### src/rtl/irda_mir_crc_tx_ctrl_if.sv
// TX FIFO to MIR CRC transmit sequencer byte handshake.
// The FIFO side is the master; the sequencer pops with a one-clk tx_ready strobe.
interface irda_mir_crc_tx_ctrl_if;
   logic [7:0] tx_byte;
   logic       tx_valid;
   logic       tx_last;
   logic       tx_ready;

   modport master (
      output tx_byte,
      output tx_valid,
      output tx_last,
      input  tx_ready
   );

   modport slave (
      input  tx_byte,
      input  tx_valid,
      input  tx_last,
      output tx_ready
   );
endinterface

### src/rtl/irda_mir_crc_tx_ctrl.sv
// MIR transmit sequencer: serialises FIFO bytes into the CRC-CCITT16 generator,
// then runs the generator in CRC-output mode for 16 bit ticks.
module irda_mir_crc_tx_ctrl #(
   parameter int LSB_FIRST = 1,
   parameter int CNT_W     = 12
) (
   input  logic                 clk,
   input  logic                 wb_rst_n_i,
   input  logic                 mir_txbit_enable,
   irda_mir_crc_tx_ctrl_if.slave fifo,
   input  logic                 bad_crc_req,
   input  logic                 abort,
   output logic                 clrcrc,
   output logic                 txdin,
   output logic                 crcndata,
   output logic                 bdcrc,
   output logic                 busy,
   output logic                 done,
   output logic                 underrun,
   output logic [CNT_W-1:0]     frame_bytes
);

   typedef enum logic [2:0] {
      S_IDLE,
      S_LOAD,
      S_DATA,
      S_CRC,
      S_DONE
   } state_t;

   state_t           r_state, w_state_next;
   logic [7:0]       r_shreg, w_shreg_next;
   logic             r_last_f, w_last_f_next;
   logic [2:0]       r_bitcnt, w_bitcnt_next;
   logic [3:0]       r_crccnt, w_crccnt_next;
   logic             r_clrcrc, w_clrcrc_next;
   logic             r_txdin, w_txdin_next;
   logic             r_crcndata, w_crcndata_next;
   logic             r_bdcrc, w_bdcrc_next;
   logic             r_busy, w_busy_next;
   logic             r_done, w_done_next;
   logic             r_underrun, w_underrun_next;
   logic             r_tx_ready, w_tx_ready_next;
   logic [CNT_W-1:0] r_frame_bytes, w_frame_bytes_next;

   logic [7:0]       w_shift;
   logic             w_next_bit;
   logic             w_first_bit;

   // Bit order only changes which end of the byte feeds txdin; the shift
   // rotates so every shreg bit stays live.
   generate
      if (LSB_FIRST != 0) begin : g_lsb_first
         assign w_shift     = {r_shreg[0], r_shreg[7:1]};
         assign w_next_bit  = r_shreg[1];
         assign w_first_bit = fifo.tx_byte[0];
      end else begin : g_msb_first
         assign w_shift     = {r_shreg[6:0], r_shreg[7]};
         assign w_next_bit  = r_shreg[6];
         assign w_first_bit = fifo.tx_byte[7];
      end
   endgenerate

   always_comb begin
      w_state_next       = r_state;
      w_shreg_next       = r_shreg;
      w_last_f_next      = r_last_f;
      w_bitcnt_next      = r_bitcnt;
      w_crccnt_next      = r_crccnt;
      w_txdin_next       = r_txdin;
      w_crcndata_next    = r_crcndata;
      w_bdcrc_next       = r_bdcrc;
      w_busy_next        = r_busy;
      w_frame_bytes_next = r_frame_bytes;
      w_clrcrc_next      = 1'b0;
      w_tx_ready_next    = 1'b0;
      w_done_next        = 1'b0;
      w_underrun_next    = 1'b0;

      if (abort && (r_state == S_LOAD || r_state == S_DATA || r_state == S_CRC)) begin
         w_state_next    = S_IDLE;
         w_txdin_next    = 1'b0;
         w_crcndata_next = 1'b0;
         w_bdcrc_next    = 1'b0;
         w_busy_next     = 1'b0;
      end else begin
         case (r_state)
            S_IDLE: begin
               if (fifo.tx_valid) begin
                  w_state_next    = S_LOAD;
                  w_clrcrc_next   = 1'b1;
                  w_tx_ready_next = 1'b1;
                  w_busy_next     = 1'b1;
               end
            end
            S_LOAD: begin
               w_shreg_next       = fifo.tx_byte;
               w_last_f_next      = fifo.tx_last;
               w_bdcrc_next       = bad_crc_req;
               w_frame_bytes_next = CNT_W'(1);
               w_bitcnt_next      = 3'd0;
               w_txdin_next       = w_first_bit;
               w_crcndata_next    = 1'b0;
               w_state_next       = S_DATA;
            end
            S_DATA: begin
               if (mir_txbit_enable) begin
                  if (r_bitcnt != 3'd7) begin
                     w_shreg_next  = w_shift;
                     w_bitcnt_next = r_bitcnt + 3'd1;
                     w_txdin_next  = w_next_bit;
                  end else if (r_last_f) begin
                     w_state_next    = S_CRC;
                     w_crccnt_next   = 4'd0;
                     w_crcndata_next = 1'b1;
                     w_txdin_next    = 1'b0;
                  end else if (fifo.tx_valid) begin
                     // Byte is captured on this tick; the pop strobe follows
                     // one clk later while the FIFO head still holds it.
                     w_tx_ready_next = 1'b1;
                     w_shreg_next    = fifo.tx_byte;
                     w_last_f_next   = fifo.tx_last;
                     w_bitcnt_next   = 3'd0;
                     w_txdin_next    = w_first_bit;
                     if (r_frame_bytes != {CNT_W{1'b1}}) begin
                        w_frame_bytes_next = r_frame_bytes + CNT_W'(1);
                     end
                  end else begin
                     w_underrun_next = 1'b1;
                     w_state_next    = S_IDLE;
                     w_txdin_next    = 1'b0;
                     w_bdcrc_next    = 1'b0;
                     w_busy_next     = 1'b0;
                  end
               end
            end
            S_CRC: begin
               if (mir_txbit_enable) begin
                  if (r_crccnt == 4'd15) begin
                     w_state_next    = S_DONE;
                     w_crcndata_next = 1'b0;
                     w_bdcrc_next    = 1'b0;
                     w_txdin_next    = 1'b0;
                     w_done_next     = 1'b1;
                     w_busy_next     = 1'b0;
                  end else begin
                     w_crccnt_next = r_crccnt + 4'd1;
                  end
               end
            end
            S_DONE: begin
               w_state_next = S_IDLE;
            end
            default: begin
               w_state_next = S_IDLE;
            end
         endcase
      end
   end

   always_ff @(posedge clk) begin
      if (!wb_rst_n_i) begin
         r_state       <= S_IDLE;
         r_shreg       <= 8'd0;
         r_last_f      <= 1'b0;
         r_bitcnt      <= 3'd0;
         r_crccnt      <= 4'd0;
         r_clrcrc      <= 1'b0;
         r_txdin       <= 1'b0;
         r_crcndata    <= 1'b0;
         r_bdcrc       <= 1'b0;
         r_busy        <= 1'b0;
         r_done        <= 1'b0;
         r_underrun    <= 1'b0;
         r_tx_ready    <= 1'b0;
         r_frame_bytes <= '0;
      end else begin
         r_state       <= w_state_next;
         r_shreg       <= w_shreg_next;
         r_last_f      <= w_last_f_next;
         r_bitcnt      <= w_bitcnt_next;
         r_crccnt      <= w_crccnt_next;
         r_clrcrc      <= w_clrcrc_next;
         r_txdin       <= w_txdin_next;
         r_crcndata    <= w_crcndata_next;
         r_bdcrc       <= w_bdcrc_next;
         r_busy        <= w_busy_next;
         r_done        <= w_done_next;
         r_underrun    <= w_underrun_next;
         r_tx_ready    <= w_tx_ready_next;
         r_frame_bytes <= w_frame_bytes_next;
      end
   end

   assign clrcrc        = r_clrcrc;
   assign txdin         = r_txdin;
   assign crcndata      = r_crcndata;
   assign bdcrc         = r_bdcrc;
   assign busy          = r_busy;
   assign done          = r_done;
   assign underrun      = r_underrun;
   assign frame_bytes   = r_frame_bytes;
   assign fifo.tx_ready = r_tx_ready;

endmodule
### src/flat_wrapper.sv
// flat-port wrapper written by rule: the top's interface ports become plain ports
module irda_mir_crc_tx_ctrl_flat 
#(
   parameter int LSB_FIRST = 1,
   parameter int CNT_W     = 12
)
  (clk, wb_rst_n_i, mir_txbit_enable, bad_crc_req, abort, clrcrc, txdin, crcndata, bdcrc, busy, done, underrun, frame_bytes, fifo_tx_byte, fifo_tx_valid, fifo_tx_last, fifo_tx_ready);
  irda_mir_crc_tx_ctrl_if fifo_i ();
  input  logic clk;
  input  logic wb_rst_n_i;
  input  logic mir_txbit_enable;
  input  logic bad_crc_req;
  input  logic abort;
  output logic clrcrc;
  output logic txdin;
  output logic crcndata;
  output logic bdcrc;
  output logic busy;
  output logic done;
  output logic underrun;
  output logic [CNT_W-1:0] frame_bytes;
  input wire logic [$bits(fifo_i.tx_byte)-1:0] fifo_tx_byte;
  input wire logic [$bits(fifo_i.tx_valid)-1:0] fifo_tx_valid;
  input wire logic [$bits(fifo_i.tx_last)-1:0] fifo_tx_last;
  output wire logic [$bits(fifo_i.tx_ready)-1:0] fifo_tx_ready;
  assign fifo_i.tx_byte = fifo_tx_byte;
  assign fifo_i.tx_valid = fifo_tx_valid;
  assign fifo_i.tx_last = fifo_tx_last;
  assign fifo_tx_ready = fifo_i.tx_ready;
  irda_mir_crc_tx_ctrl #(.LSB_FIRST(LSB_FIRST), .CNT_W(CNT_W)) u_core (.clk(clk), .wb_rst_n_i(wb_rst_n_i), .mir_txbit_enable(mir_txbit_enable), .fifo(fifo_i), .bad_crc_req(bad_crc_req), .abort(abort), .clrcrc(clrcrc), .txdin(txdin), .crcndata(crcndata), .bdcrc(bdcrc), .busy(busy), .done(done), .underrun(underrun), .frame_bytes(frame_bytes));
endmodule
### config.mk
export PLATFORM = sky130hd
export DESIGN_NAME = irda_mir_crc_tx_ctrl_flat
export DESIGN_NICKNAME = d
export VERILOG_FILES = /design/src/rtl/irda_mir_crc_tx_ctrl_if.sv /design/src/rtl/irda_mir_crc_tx_ctrl.sv /design/src/flat_wrapper.sv
export SDC_FILE = /design/constraint.sdc
export NUM_CORES = 1
export LEC_CHECK = 0
export ABC_AREA = 1
export CAP_MARGIN = 20
export CORE_MARGIN = 4
export CORE_UTILIZATION = 40
export DETAILED_ROUTE_END_ITERATION = 8
export RECOVER_POWER = 50
export SYNTH_ARGS = -nofsm -noshare
export SYNTH_HDL_FRONTEND = slang
export SYNTH_SLANG_ARGS = --single-unit
### constraint.sdc
create_clock -name clk -period 1.71 [get_ports clk]
set_input_delay 0.171 -clock clk [delete_from_list [all_inputs] [get_ports clk]]
set_output_delay 0.171 -clock clk [all_outputs]
set_load 0.005 [all_outputs]
==> results_dict.tcl <==
set metrics [dict create \
    path_max_fanout 5 \
    status "finished clean" \
    pwr_density_cell_nw_per_um2 1180 \
    nets 426 \
    clock_skew_ps 7.28 \
    numPortBuffers 34 \
    place_inst 470 \
    wirelength_um 5210 \
    die_h_um 81.7 \
    irDropWorstVdd_v 0.000736 \
    cp_slowest_stage_delay_ps 340 \
    cts.sinks 39 \
    min_period_over_period_pct 91.4 \
    crit_path_end_kind "register" \
    yosysSeqAreaShare_pct 35.9 \
    vias 2241 \
    p_int_uw 2050 \
    clkPwrFrac_pct 20.4 \
    viasPerCell 4.69 \
    cts_setup_buffers 0 \
    slew_headroom_pct 70.4 \
    setup_viol 0 \
    final-hold-violation-count 0 \
    cts_buffers 5 \
    syn_to_final_growth_pct 31.2 \
    avgSynthCellArea_um2 6.20 \
    grt_usage_pct 17.4 \
    critPathRequiredTime_ps 1910 \
    synth.distinct_cells 24 \
    root_buffer "clkbuf_8" \
    fmax_mhz 640 \
    first_global_vias 2032 \
    pwr-share-seq_pct 35.7 \
    yosys_warnings 0 \
    cp_top_family "flip-flops" \
    core-area_um2 5170 \
    maxCapViolCount 0 \
    antenna_cells 0 \
    drtPass1Iterations 4 \
    path_cells "ha_2, ha_4, inv_2, o21ai_0, o21ai_1, nor2_2, buf_4, nand2_1, nand2_1, nor2_1" \
    netlist_area_um2 2170 \
    critPathLaunchType "register" \
    synthCells 351 \
    min_period_ps 1560 \
    cts.clk_slew.worst_paths_ps 80 \
    crit_type "reg2reg" \
    path_buf_inv 2 \
    finalSetupTns_ps 0 \
    initial_utilization_pct 42.0 \
    grt-ovfl-total 0 \
    antenna_found_initial 0 \
    combPwrFrac_pct 43.9 \
    drt_iter0_markers 108 \
    fin_cells 478 \
    p_sw_uw 1320 \
    final_util_pct 55.2 \
    grt_pass1_wl_um 9060 \
    slowest_stage "dfxtp_2" \
    postSynthNetCount 370 \
    p_sw_share_pct 39.0 \
    clock_latency_ps 290 \
    die_x_um 81.7 \
    drive_gt1_share_pct 13.2 \
    synth-seq-cells 39 \
    die_area_um2 6680 \
    cellLeakagePower_uw 0.00125 \
    ctsHtreeMaxLevel 2 \
    min_path_type "reg2reg" \
    rows 26 \
    place.gp.congestion 0.789 \
    dp_hpwl_um 3940 \
    ant_nets 0 \
    clockBufferDepth 2 \
    grt_max_degree 17 \
    p_total_uw 3370 \
    drcViolationCount 0 \
    ios 35 \
    crit_top_cell "nand2_1" \
    worst_pin_slew_ps 441 \
    cts_tree "built" \
    wire_per_inst_um 10.9 \
    slew_violations 0 \
    crit_arrival_ps 1760 \
]
## metal layers
metal	vias up	wire length, um	GRT usage [%]
met5	-	0	0
met4	0	55	5.98
met3	6	248	3.73
met2	51	2350	27.7
met1	971	2560	23.1
li1	1213	-	-
## tightest hold or removal path, stage by stage (launching register included)
cell     delay (ps)
dfxtp_2         320
nand2_1          60
a21oi_1          50
## per-stage QoR
stage / worst slack, ps / hold WS, ps / instance area (um^2)
floorplan: 192 / 307 / 2170
global placement: -7.42 / 455 / 2710
detailed placement: 3.45 / 467 / 2710
CTS: 31.6 / 474 / 2820
global route: -5.31 / 474 / 2850
finish: 147 / 472 / 2850
## area by class of cell
type | instances | area [um^2]
multi-input cells | 265 | 1230
flip-flops and latches | 39 | 785
fillers | 510 | 2320
clock buffers | 8 | 100
well taps | 70 | 87.6
inverters | 41 | 154
repair buffers | 55 | 494
## kinds of logic (layout without fill, tap and decap cells)
logic type,count (synthesis),in the layout,share of synthesized area [%]
xor gates and xnor gates,1,1,0.403
buffers and inverters,47,104,9.21
and+or+nand+nor,218,218,42.3
adders and majority gates,4,4,2.30
DFF,39,39,35.9
AOI/OAI and AO/OA,42,42,9.90
## what timing repair did
action | 4_1_cts | 5_1_grt
cloned | 0 | 0
endpoints found under the hold margin | 0 | 0
resized for setup | 2 | 15
pin swaps | 0 | 2
hold buffers | 0 | 0
setup endpoints to repair | 4 | 19
## state kept, by name, indices dropped and copies added, names as in the netlist, 3 cells and up
| name | count |
|---|---|
| u_core.r_crccnt | 4 |
| u_core.r_shreg | 8 |
| u_core.r_bitcnt | 3 |
| u_core.frame_bytes | 12 |
| u_core.r_state | 3 |
## cell usage after synthesis (all sizes together)
cell	number	share of area (%)
ha	4	2.3
dfxtp	39	36
a21oi	18	4.1
nand2	114	20
clkbuf	2	0.35
o22ai	1	0.29
o21bai	1	0.35
nor2	72	14
nor3	9	2.3
buf	4	1.8
xor2	1	0.40
o21ai	21	4.8
nand4	3	0.86
a31oi	1	0.29
nand3	20	5.1
inv	41	7.1
## cell usage in the layout, fill, tap and decap left out, drive strengths merged, types with 16 or more instances in the layout
cell type / netlist / routed
dlygate4sd3: 0 / 18
dfxtp: 39 / 39
a21oi: 18 / 18
o21ai: 21 / 21
nand2: 114 / 114
nor2: 72 / 72
clkdlybuf4s50: 0 / 16
buf: 4 / 18
inv: 41 / 41
nand3: 20 / 20
## worst paths after layout
check / start / to / depth (start not counted) / slack, ps
setup / recovery: u_core.r_bitcnt[0] / u_core.frame_bytes[6] / 10 / 150
hold / removal: u_core.r_bitcnt[1] / u_core.r_bitcnt[1] / 2 / 470
setup reg to reg: u_core.r_bitcnt[0] / u_core.frame_bytes[6] / 10 / 150
hold reg to reg: u_core.r_bitcnt[1] / u_core.r_bitcnt[1] / 2 / 470
## power by group through the flow
stage	sequential, uW	combinational (uW)	clock, uW
CTS	1200	1480	713
global placement	1220	1470	0
finish	1200	1480	686
floorplan	1210	975	0
global route	1230	1690	753
detailed placement	1220	1470	0
Note: power is estimated with default switching activity, not from simulation.
